`src/rtl/muldiv_sequencer.sv`:
```
// muldiv_sequencer: starts the shared multiplier or divider, watches it for
// completion, divide-by-zero, timeout or flush, then issues a single-cycle
// HI/LO write with the matching result source select.
module muldiv_sequencer #(
  parameter int MULT_TIMEOUT = 40,
  parameter int DIV_TIMEOUT  = 40,
  parameter int CNT_W        = 6
) (
  input  logic clock,
  input  logic reset,
  input  logic req_mult,
  input  logic req_div,
  input  logic flush,
  input  logic mult_done,
  input  logic div_done,
  input  logic div_zero,
  output logic mult_start,
  output logic div_start,
  output logic Mult_Div,
  output logic HIWrite,
  output logic LOWrite,
  output logic busy,
  output logic done,
  output logic div0_excp,
  output logic timeout,
  output logic req_collide
);

  typedef enum logic [1:0] {
    S_IDLE     = 2'd0,
    S_MULT_RUN = 2'd1,
    S_DIV_RUN  = 2'd2,
    S_WRITE    = 2'd3
  } state_t;

  // Last counter value allowed in each run state before the unit is abandoned.
  localparam logic [CNT_W-1:0] L_MULT_LAST = CNT_W'(MULT_TIMEOUT - 1);
  localparam logic [CNT_W-1:0] L_DIV_LAST  = CNT_W'(DIV_TIMEOUT - 1);

  state_t           r_state;
  logic [CNT_W-1:0] r_cnt;
  logic             r_mult_start;
  logic             r_div_start;
  logic             r_mult_div;
  logic             r_hi_write;
  logic             r_lo_write;
  logic             r_busy;
  logic             r_done;
  logic             r_div0_excp;
  logic             r_timeout;
  logic             r_req_collide;

  // Sequencer FSM; every output is a register updated alongside the state.
  always_ff @(posedge clock or posedge reset) begin
    if (reset) begin
      r_state       <= S_IDLE;
      r_cnt         <= '0;
      r_mult_start  <= 1'b0;
      r_div_start   <= 1'b0;
      r_mult_div    <= 1'b0;
      r_hi_write    <= 1'b0;
      r_lo_write    <= 1'b0;
      r_busy        <= 1'b0;
      r_done        <= 1'b0;
      r_div0_excp   <= 1'b0;
      r_timeout     <= 1'b0;
      r_req_collide <= 1'b0;
    end else begin
      // Pulses and write enables last one cycle unless re-asserted below.
      r_hi_write    <= 1'b0;
      r_lo_write    <= 1'b0;
      r_done        <= 1'b0;
      r_div0_excp   <= 1'b0;
      r_timeout     <= 1'b0;
      r_req_collide <= 1'b0;

      case (r_state)
        S_IDLE: begin
          // A flush in the same cycle cancels any request; mult wins a tie.
          if (!flush) begin
            if (req_mult) begin
              r_state       <= S_MULT_RUN;
              r_cnt         <= '0;
              r_mult_start  <= 1'b1;
              r_mult_div    <= 1'b0;
              r_busy        <= 1'b1;
              r_req_collide <= req_div;
            end else if (req_div) begin
              r_state     <= S_DIV_RUN;
              r_cnt       <= '0;
              r_div_start <= 1'b1;
              r_mult_div  <= 1'b1;
              r_busy      <= 1'b1;
            end
          end
        end

        S_MULT_RUN: begin
          r_cnt <= r_cnt + 1'b1;
          if (flush) begin
            r_state      <= S_IDLE;
            r_mult_start <= 1'b0;
            r_busy       <= 1'b0;
          end else if (mult_done) begin
            r_state      <= S_WRITE;
            r_mult_start <= 1'b0;
            r_hi_write   <= 1'b1;
            r_lo_write   <= 1'b1;
            r_done       <= 1'b1;
          end else if (r_cnt == L_MULT_LAST) begin
            r_state      <= S_IDLE;
            r_mult_start <= 1'b0;
            r_busy       <= 1'b0;
            r_timeout    <= 1'b1;
          end
        end

        S_DIV_RUN: begin
          r_cnt <= r_cnt + 1'b1;
          // Divide-by-zero beats a simultaneous done so no bogus result is written.
          if (flush) begin
            r_state     <= S_IDLE;
            r_div_start <= 1'b0;
            r_busy      <= 1'b0;
          end else if (div_zero) begin
            r_state     <= S_IDLE;
            r_div_start <= 1'b0;
            r_busy      <= 1'b0;
            r_div0_excp <= 1'b1;
          end else if (div_done) begin
            r_state     <= S_WRITE;
            r_div_start <= 1'b0;
            r_hi_write  <= 1'b1;
            r_lo_write  <= 1'b1;
            r_done      <= 1'b1;
          end else if (r_cnt == L_DIV_LAST) begin
            r_state     <= S_IDLE;
            r_div_start <= 1'b0;
            r_busy      <= 1'b0;
            r_timeout   <= 1'b1;
          end
        end

        S_WRITE: begin
          // Write enables were raised on entry; they drop here by default.
          r_state <= S_IDLE;
          r_busy  <= 1'b0;
        end

        default: begin
          r_state      <= S_IDLE;
          r_mult_start <= 1'b0;
          r_div_start  <= 1'b0;
          r_busy       <= 1'b0;
        end
      endcase
    end
  end

  assign mult_start  = r_mult_start;
  assign div_start   = r_div_start;
  assign Mult_Div    = r_mult_div;
  assign HIWrite     = r_hi_write;
  assign LOWrite     = r_lo_write;
  assign busy        = r_busy;
  assign done        = r_done;
  assign div0_excp   = r_div0_excp;
  assign timeout     = r_timeout;
  assign req_collide = r_req_collide;

endmodule

```
`config.mk`:
```
export PLATFORM = sky130hd
export DESIGN_NAME = muldiv_sequencer
export DESIGN_NICKNAME = d
export VERILOG_FILES = /design/src/rtl/muldiv_sequencer.sv
export SDC_FILE = /design/constraint.sdc
export NUM_CORES = 1
export LEC_CHECK = 0
export ABC_CLOCK_PERIOD_IN_PS = 4000
export CAP_MARGIN = 20
export CORE_ASPECT_RATIO = 0.8
export CORE_MARGIN = 1
export CORE_UTILIZATION = 50
export DETAILED_ROUTE_END_ITERATION = 12
export GPL_ROUTABILITY_DRIVEN = 0
export HOLD_SLACK_MARGIN = 0.08
export PLACE_DENSITY = 0.77
export SYNTH_ARGS = -nofsm -noshare
export SYNTH_HDL_FRONTEND = slang
export SYNTH_SLANG_ARGS = --single-unit
```
`constraint.sdc`:
```
create_clock -name clock -period 4 [get_ports clock]
set_clock_uncertainty 0.15 [all_clocks]
set_input_delay 0.8 -clock clock [delete_from_list [all_inputs] [get_ports clock]]
set_output_delay 0.8 -clock clock [all_outputs]
set_load 0.005 [all_outputs]
```
=== Yosys cells after proc, flatten, opt, wreduce, memory -nomap -nowiden ===
Index checks and enable logic that the tools add are counted.

* Add/subtract/negate cells: 1
* Eq/ne operators: 13
* Mux-type cells: 56
* Bitwise logic cells: 1
* Reductions and logical operators: 12

{| class="wikitable"
|+ Operator list
! cell !! count
|-
| $mux W1 || 37
|-
| $mux W2 || 9
|-
| $mux W6 || 3
|-
| $pmux W6 S2 || 1
|-
| $ne A2 B2 Y1 const B || 4
|-
| $ne A4 B4 Y1 const B || 2
|-
| $pmux W1 S2 || 4
|-
| $pmux W2 S4 || 1
|-
| $reduce_and A4 Y1 || 2
|-
| $reduce_bool A2 Y1 || 4
|-
| $add A6 B1 Y6 const B || 1
|-
| $eq A6 B6 Y1 const B || 1
|-
| $ne A3 B3 Y1 const B || 2
|-
| $reduce_and A3 Y1 || 2
|-
| $ne A5 B5 Y1 const B || 1
|-
| $reduce_and A5 Y1 || 1
|-
| $eq A2 B2 Y1 const B || 2
|-
| $pmux W1 S4 || 1
|-
| $eq A2 B1 Y1 const B || 1
|-
| $logic_not A2 Y1 || 1
|-
| $reduce_and A2 Y1 || 1
|-
| $reduce_or A2 Y1 || 1
|-
| $not A1 Y1 || 1
|}

* Bits in registers: 16
* Bits of input ports: 8
* Output and inout port bits: 10
* Word-level logic and storage cells: 93

=== Logic depth before layout (Yosys ltp) ===
Gate-level depths: netlist of run 1.

* Word-level depth: 6
* Mapped depth: 6
* Mapped depth without buffers: 6

=== Worst setup path before layout of run 1 ===
No wires, ideal clock.

* Kind: input port to flip-flop
* Start: in flush
* End: reg r_div_start, in the netlist div_start
* Library setup time: 0.130 ns
* Arrival time: 1.639 ns
* Required time: 3.720 ns
* Setup slack: 2.081 ns
* Cell stages on the path: 5
* Cell sequence: buf_6 -> o21bai_4 -> or3_4 -> a22oi_1 -> o22ai_1

* Word-level cells in the longest chain between the ends: 2
* Elaborated cells between the ends (all ways): 5

{| class="wikitable"
|+ Ends and longest elaborated chain
! item !! RTL line !! source
|-
| from (decl) || 13 || <nowiki>input logic flush,</nowiki>
|-
| $ne A5 B5 Y1 (no line) (tied with other cells) || -- ||
|-
| $reduce_and A5 Y1 (no line) / $pmux W1 S2 (equally long branches) || -- ||
|-
| to (signal assigned) || 59 || <nowiki>r_div_start <= 1'b0;</nowiki>
|-
| to (signal assigned) || 91 || <nowiki>r_div_start <= 1'b1;</nowiki>
|-
| to (signal assigned) || 123 || <nowiki>r_div_start <= 1'b0;</nowiki>
|-
| to (decl) || 43 || <nowiki>logic r_div_start;</nowiki>
|}

Several ways; a longest one is shown, not always the timed one.
A chain may end at the register's enable or synchronous reset.

=== Worst setup path after layout of run 1 ===
* Start: in flush
* End: reg r_cnt[4]

* Word-level cells in the longest chain between the ends: 2

{| class="wikitable"
|+ Ends and longest elaborated chain
! item !! RTL line !! source
|-
| $ne A2 B2 Y1 (no line) || -- ||
|-
| $reduce_and A3 Y1 (no line) || -- ||
|-
| to (signal assigned) || 99 || <nowiki>r_cnt <= r_cnt + 1'b1;</nowiki>
|-
| to (signal assigned) || 119 || <nowiki>r_cnt <= r_cnt + 1'b1;</nowiki>
|-
| to (decl) || 41 || <nowiki>logic [CNT_W-1:0] r_cnt;</nowiki>
|}

Every way passes these cells.

==> results of run 1 <==
-- cells in the mapped netlist, drive strengths merged (3+ instances only) --
| cell | number | area [sq um] |
|---|---|---|
| inv | 7 | 26.3 |
| ha | 4 | 50.1 |
| dfrtp | 16 | 400 |
| nor2 | 4 | 15.0 |
| nor2b | 3 | 18.8 |
| a22o | 3 | 27.5 |
| a21oi | 3 | 15.0 |
| buf | 3 | 26.3 |
| o21ai | 5 | 25.0 |
| nand2 | 15 | 56.3 |
| mux2i | 3 | 30.0 |
-- worst min-delay path, delay by kind of cell (launching register included) --
kind             cells  cell delay [ns]
and+or+nand+nor      2             0.11
DFF                  1             0.36
-- metrics by stage --
stage	cell area [sq um]	std cells	hold WS, ns	util [%]
floorplan	931	95	0.318	-
global placement	1090	129	0.317	64.5
detailed placement	1090	129	0.332	64.5
CTS	1130	133	0.354	66.6
global route	1130	133	0.385	66.6
finish	1130	133	0.352	66.6
-- cells in the final DEF, fill, tap and decap left out, types with 2 or more instances in the layout --
cell type and count:
nor2b_1 3, nand2_1 15, ha_1 4, dfrtp_1 16
a211oi_1 2, a21oi_1 3, a22o_1 2, inv_1 7
o22ai_1 2, o21ai_0 5, clkdlybuf4s50_1 17, mux2i_1 3
o211ai_1 2, clkbuf_4 3, nand3_1 2, nor2_1 4
-- worst max-delay path by stage --
stage / endpoint / from
finish: r_cnt[4] / flush
global route: r_cnt[4] / flush
CTS: r_cnt[4] / flush
detailed placement: r_cnt[4] / flush
global placement: r_cnt[4] / flush
floorplan: div_start / flush
-- report_power, final --
group          internal [W]  switching [W]  total [W]
Sequential         0.000219      0.0000475   0.000266
Clock             0.0000555      0.0000529   0.000108
Combinational      0.000178       0.000199   0.000377
Total              0.000452       0.000300   0.000752
-- layer usage --
layer	vias to the layer above	track usage, %
met4	0	8.57
met3	6	7.20
met5	-	0
li1	366	-
met1	368	29.0
met2	27	34.3
-- cells by family (layout without fill, tap and decap cells) --
kind of cell	count (synthesis)	in the layout	share of synthesized area (%)
multiplexers	3	3	3.23
adder cells (fa/ha/maj)	4	4	5.38
AO/OA/AOI/OAI	27	27	23.3
flip-flops	16	16	43.0
buffers and inverters	12	28	6.85
AND/OR/NAND/NOR	33	33	18.3
-- layout make-up --
class | instances | area share [%]
inverters | 7 | 2.33
well taps | 22 | 2.44
multi-input cells | 67 | 41.4
repair buffers | 17 | 15.1
clock buffers | 4 | 3.22
flip-flops and latches | 16 | 35.5
==> impl_metrics.json, run 1 <==
{
  "required_ns": 4.09,
  "setup-violations-final": 0,
  "final_nets": 124,
  "synthesis.nets": 107,
  "crit_slowest_cell": "clkdlybuf4s50_1",
  "cp_data_arrival_time_ns": 2.42,
  "synth_seq_cells": 16,
  "drv_slew": 0,
  "cts_sinks": 16,
  "dr_wl_met3_um": 101,
  "ctsHoldBuffers": 0,
  "largestRegisters": "r_cnt x6, r_state x2",
  "cts_tree": "built",
  "dr_wl_met2_um": 861,
  "avgSynthCellArea_sq_um": 9.80,
  "die_y_um": 40.6,
  "antenna_found_initial": 0,
  "async_flop_share_pct": 100,
  "numPortBuffers": 17,
  "crit_type": "input pin to flop",
  "design.die.area_sq_um": 2040,
  "fillers": 138,
  "leakage_nw": 0.500,
  "final.min_clock_period_ns": 2.34,
  "dr.pass1.iters": 4,
  "cp-start-kind": "input pin",
  "hp-start": "Mult_Div",
  "vias_per_cell": 5.77,
  "post-place-ws_ns": 1.43,
  "reg2regPathDepth": 6,
  "regArea_sq_um": 400,
  "num_vias": 767,
  "hold_end": "Mult_Div",
  "clkTransAtPathRegs_ns": 0.09,
  "wirelength_um": 1970,
  "ys.flop_type": "dfrtp_1",
  "top_layer_used": "met4",
  "cp_slowest_stage_delay_ns": 0.69,
  "first_global_vias": 669,
  "drtIter0Drc": 17,
  "die_w_um": 50.2,
  "grt_start_max_net_pins": 17,
  "clk_path_buf_depth": 2,
  "r2r_end": "div_start",
  "largest_reg_flops": 6,
  "wl_met1_um": 971,
  "gr-total-overflow": 0,
  "start_util_pct": 55.0,
  "grt_pass1_wl_um": 3080,
  "path_max_fanout": 10,
  "r2r_slack_ns": 1.96,
  "tightest_slew_ns": 0.563,
  "ir_worst_vdd_v": 0.000474,
  "ant_nets": 0,
  "numCtsBuffers": 3,
  "yosysWarningCount": 0,
  "top_register": "r_cnt",
  "cts_max_level": 1,
  "ys_types": 38,
  "crit_path_end_kind": "flop",
  "num_io_pins": 18,
  "layout_worst_path_cycle_share_pct": 58.4,
  "finalSetupTns_ns": 0,
  "synth_cells": 95,
  "post_cts_buffers": 0,
  "grt_usage_pct": 22.1,
  "clkLatencyLatePin_ns": 0.29,
  "setup_ws_ns": 1.66,
  "cellPowerDensity_nw_per_um2": 667,
  "routedWlPerCell_um": 14.8,
  "area_growth_pct": 21.1,
  "multi_input_area_sq_um": 467,
  "hold_class": "flop to flop",
  "synth.cell_area_sq_um": 931,
  "power.total_w": 0.000752,
  "path_depth": 4,
  "cts-resized-gates": 0,
  "drive_gt1_share_pct": 9.91,
  "synth_edf_count": 0,
  "status": "finished clean",
  "antennaDiodeCount": 0,
  "core_sq_um": 1690,
  "holdPathStages": 2,
  "relSlewSlack_pct": 61.4,
  "grt_setup_unrepaired": "no",
  "fp-row-count": 13,
  "ys_seq_area_share_pct": 43.0,
  "critPathTopFamily": "buffers and inverters",
  "drc_errors": 0,
  "crit_buf_inv": 1,
  "clockRootBuffer": "clkbuf_4",
  "timing.rr.start": "r_state[1]",
  "max_clock_freq_mhz": 428,
  "hold_viol_final": 0,
  "maxCapViolCount": 0,
  "dp_hpwl_um": 1390,
  "path_cells": "clkdlybuf4s50_1, o21ba_2, mux2i_1, a22o_2"
}
No activity file was read; power rests on OpenSTA's default activity.
==> run 2, diff against run 1 <==
--- a/config.mk
+++ b/config.mk
@@ -5,7 +5,7 @@
 export SDC_FILE = /design/constraint.sdc
 export NUM_CORES = 1
 export LEC_CHECK = 0
-export ABC_CLOCK_PERIOD_IN_PS = 4000
+export ABC_CLOCK_PERIOD_IN_PS = 2360
 export CAP_MARGIN = 20
 export CORE_ASPECT_RATIO = 0.8
 export CORE_MARGIN = 1
==> constraint.sdc (replaced) <==
create_clock -name clock -period 2.36 [get_ports clock]
set_clock_uncertainty 0.15 [all_clocks]
set_input_delay 0.472 -clock clock [delete_from_list [all_inputs] [get_ports clock]]
set_output_delay 0.472 -clock clock [all_outputs]
set_load 0.005 [all_outputs]
==> impl_metrics.json, run 2 (synthesis gave the netlist of run 1 again) <==
{
  "status": "finished clean",
  "ant_nets": 0,
  "path_cells": "inv_1, ha_1, inv_1, or3_4, a22oi_1, o22ai_1",
  "tightest_slew_ns": 0.591,
  "die_w_um": 50.2,
  "hold_end": "div_start",
  "relSlewSlack_pct": 60.6,
  "core_sq_um": 1690,
  "first_global_vias": 645,
  "num_vias": 770,
  "finalSetupTns_ns": 0,
  "final_cell_mix": "clkdlybuf4s50_1, dfrtp_1, nand2_1",
  "cp_data_arrival_time_ns": 1.95,
  "hp-start": "div_start",
  "grt_pass1_wl_um": 2930,
  "wirelength_um": 1920,
  "ctsHoldBuffers": 0,
  "cts_tree": "built",
  "crit_type": "flop to flop",
  "die_y_um": 40.6,
  "crit_slowest_cell": "dfrtp_1",
  "largest_reg_flops": 6,
  "design.die.area_sq_um": 2040,
  "holdPathStages": 2,
  "reg2regPathDepth": 6,
  "clkTransAtPathRegs_ns": 0.10,
  "numCtsBuffers": 3,
  "cts-resized-gates": 0,
  "critPathMostFrequentCell": "inv_1",
  "grt_setup_unrepaired": "no",
  "hold_viol_final": 0,
  "clkLatencyLatePin_ns": 0.29,
  "drtIter0Drc": 17,
  "layout_worst_path_cycle_share_pct": 81.4,
  "max_clock_freq_mhz": 520,
  "vias_per_cell": 5.70,
  "antenna_found_initial": 0,
  "hold_class": "flop to flop",
  "top_register": "r_cnt",
  "start_util_pct": 55.0,
  "drc_errors": 0,
  "setup-violations-final": 0,
  "fillers": 143,
  "r2r_end": "div_start",
  "antennaDiodeCount": 0,
  "cts_sinks": 16,
  "leakage_nw": 0.510,
  "ir_worst_vdd_v": 0.00103,
  "numPortBuffers": 17,
  "drive_gt1_share_pct": 11.5,
  "post_cts_buffers": 0,
  "layout_commonest_cell": "clkdlybuf4s50_1",
  "area_growth_pct": 22.7,
  "grt_start_max_net_pins": 17,
  "final.min_clock_period_ns": 1.92,
  "num_io_pins": 18,
  "clockRootBuffer": "clkbuf_4",
  "clk_path_buf_depth": 2,
  "routedWlPerCell_um": 14.2,
  "r2r_slack_ns": 0.44,
  "cp-start-kind": "flop",
  "final_util_pct": 67.5,
  "fp-row-count": 13,
  "dr.pass1.iters": 4,
  "maxCapViolCount": 0,
  "drv_slew": 0,
  "cp_slowest_stage_delay_ns": 0.41,
  "crit_path_end_kind": "flop",
  "required_ns": 2.39,
  "cts_max_level": 1,
  "path_max_fanout": 8,
  "dp_hpwl_um": 1420,
  "gr-total-overflow": 0,
  "grt_usage_pct": 20.7,
  "cellPowerDensity_nw_per_um2": 1120,
  "largestRegisters": "r_cnt x6, r_state x2",
  "timing.rr.start": "r_state[0]",
  "final_nets": 126
}
==> run 2: how the worst max path moves through the flow <==
stage | to | start
final | div_start | r_state[0]
after global routing | div_start | r_state[0]
after CTS | div_start | r_state[0]
after detailed placement | r_cnt[4] | req_mult
after global placement | r_cnt[4] | req_mult
after floorplan | r_cnt[4] | r_state[0]
==> run 2: worst max-delay path, delay by kind of cell, from the launching register on <==
kind | cells | cell delay [ns]
flops | 1 | 0.41
simple gates | 1 | 0.40
fa+ha+maj | 1 | 0.35
compound gates | 2 | 0.26
buf+inv | 2 | 0.24
==> run 2: through the flow <==
| step | total power [W] | setup WS [ns] | instance area (sq um) | std cells | hold WS (ns) |
|---|---|---|---|---|---|
| 2_1_floorplan | 0.000886 | 0.715 | 931 | 95 | 0.236 |
| 3_3_place_gp | 0.00107 | 0.283 | 1110 | 131 | 0.317 |
| 3_5_place_dp | 0.00110 | 0.281 | 1110 | 131 | 0.361 |
| 4_1_cts | 0.00128 | 0.468 | 1140 | 135 | 0.379 |
| 5_1_grt | 0.00137 | 0.341 | 1140 | 135 | 0.406 |
| 6_report | 0.00128 | 0.438 | 1140 | 135 | 0.374 |
==> run 2: power breakdown <==
group	leakage [nW]	internal [W]	total [W]	switching [W]
clock	0.0210	0.0000940	0.000185	0.0000911
combinational	0.282	0.000314	0.000638	0.000324
sequential	0.207	0.000370	0.000455	0.0000847
total	0.510	0.000778	0.00128	0.000500
==> run 2: metal layers <==
layer  GRT usage (%)  vias up  wire length (um)
met5               0        -                 0
met3            7.20        2                90
met4            4.29        0                 8
met1            26.7      377               905
met2            34.0       20               910
li1                -      371                 -
==> run 2: layout make-up <==
cell class,count,area [sq um],share of cell area (%)
Multi-Input combinational cell,67,467,40.9
Sequential cell,16,400,35.0
Timing Repair Buffer,19,185,16.2
Clock buffer,4,36.3,3.18
Tap cell,22,27.5,2.41
Inverter,7,26.3,2.30
==> RTL edit (config.mk and constraints of run 1) <==
Encoding of `state_t`: now one-hot (4 bits for 4 states).
--- a/src/rtl/muldiv_sequencer.sv
+++ b/src/rtl/muldiv_sequencer.sv
@@ -28,7 +28,7 @@
 
-  typedef enum logic [1:0] {
-    S_IDLE     = 2'd0,
-    S_MULT_RUN = 2'd1,
-    S_DIV_RUN  = 2'd2,
-    S_WRITE    = 2'd3
+  typedef enum logic [3:0] {
+    S_IDLE     = 4'b0001,
+    S_MULT_RUN = 4'b0010,
+    S_DIV_RUN  = 4'b0100,
+    S_WRITE    = 4'b1000
   } state_t;
Formal check against the unedited RTL: same outputs for any inputs over 10 cycles, from zero or initial values and one cycle with reset high; not proved beyond that.
==> RTL edit against run 1 <==
  * Cell area is 9.9% higher
  * Worst setup slack better by 47 ps
  * Sequential share of layout area is 0.95 points higher
  * Synthesized cell count is 5.3% higher
  * Maximum frequency is 2.0% higher
  * Power is 18% lower
  * First-iteration DRC count is 29% lower
  * Sequential cell count is 2 higher
  * Synthesized area is 13% higher
  * Routed wire length is 10% higher
  * Utilization is 2.4 points lower
==> RTL edit: results (changes against run 1) <==
Parameter                              Value

Worst setup path
  Reg2reg setup slack    2040 ps (+80 ps)
  Critical Path AT    2360 ps (-60 ps)
  Top delay family on crit path    compound AO/OA/AOI/OAI gates
  Slowest stage delay, CP    580 ps (-110 ps)

Layout
  Fraction of final layout cells sized beyond drive strength 1    0.149 (+0.0500)
  Top Registers    r_cnt: 6 flops, r_state: 4 flops
  Total Nets Final    124 (unchanged)
  Filler instances    172 (+25%)

Clock tree
  CTS HTree Levels    1 (unchanged)

Routing
  Total routed wirelength    2170 um (+10%)
  Iteration-0 DRC Markers    12 (-5)
  Average routed wire per standard cell    15.7 um (+6.1%)
  Met2 wire len    1030 um (+19%)
  Routed met3 length    72 um (-29%)
  Post-route met1 wirelength    1040 um (+7.4%)

STA
  Worst slew margin relative to its limit    0.532 (-0.0821)
  Fraction of the cycle the final worst path needs    0.572 (-0.0117)
  Worst hold-check slack    346 ps (-5.41 ps)

Min path
  Type of the worst min-delay path    reg -> reg

Synth
  Area share of fa/ha/maj cells after synthesis    0.0118 (-0.0419)
  Proportion of netlist area held by the largest area contributor    0.403 (-0.0273)
  Mux contribution to synthesized area    0 (-0.0323)
  Compound-cell area share of the yosys netlist    0.232 (-0.000299)
  Gate count after technology mapping    100 (+5.3%)
  XOR/XNOR Fraction of Synth Area    0.0332 (+0.0332)
  Post-synthesis sequential area ratio    0.428 (-0.00238)
  Biggest area contributors in the synthesized netlist    dfrtp_1, nor2_1, o32ai_4
  Most common library cells after synthesis    dfrtp_1, nor2_1, inv_1, nand2_1, a21oi_1
  Post-synthesis net count    109 (+1.9%)
  Count of unique library cells instantiated by Yosys    45 (+18%)

Global route
  First-pass GRT wire length    3640 um (+18%)
  Largest net degree at the start of global routing    19 (+2)
  Global Route met1 Usage    0.317 (+0.0268)
  Global-route met3 utilization    0.0358 (-0.0361)
  Via count of the first global-routing pass    838 (+25%)
  Combined global-route utilization of all metal layers    0.220 (-0.00118)

Place
  Detailed-placement wirelength estimate    1590 um (+15%)
  Post-detailed-placement cell area    1200 um^2 (+10%)
  Worst setup slack before clock tree synthesis    1450 ps (+20.3 ps)
  Placed insts    134 (+3.9%)

Power
  Cell internal power dissipation    0.399 mW (-12%)
  Fraction of power consumed by the clock network    0.187 (+0.043)
  Worst vdd ir    342 uV (-28%)
  Comb pwr    0.239 mW (-37%)
  Leak Pwr    0.507 nW (+1.5%)

Status
  Result of the run    finished clean
==> RTL edit: cell types whose count changed after synthesis, moves of 3 or more <==
| cell | change |
|---|---|
| nor2b_1 | -3 |
| nor2_1 | +4 |
| mux2i_1 | -3 |
| and2_1 | +3 |
| nand2_1 | -9 |
| ha_1 | -3 |
==> RTL edit: worst paths after layout <==
kind,start,endpoint,cells past startpoint
max in group asynchronous,reset,Mult_Div,2
hold reg to reg,r_cnt[5],r_cnt[5],1
min in group asynchronous,reset,r_cnt[4],2
setup reg to reg,r_state[3],mult_start,4
hold / removal,r_cnt[5],r_cnt[5],1
setup / recovery,flush,r_cnt[2],5
==> RTL edit: area by class of cell <==
cell class              count  area, um^2  area share
clock buffers               4        36.3      0.0293
inverters                   6        22.5      0.0182
multi-input cells          69         528       0.426
flip-flops and latches     18         452       0.365
well taps                  24        30.0      0.0242
repair buffers             17         170       0.137
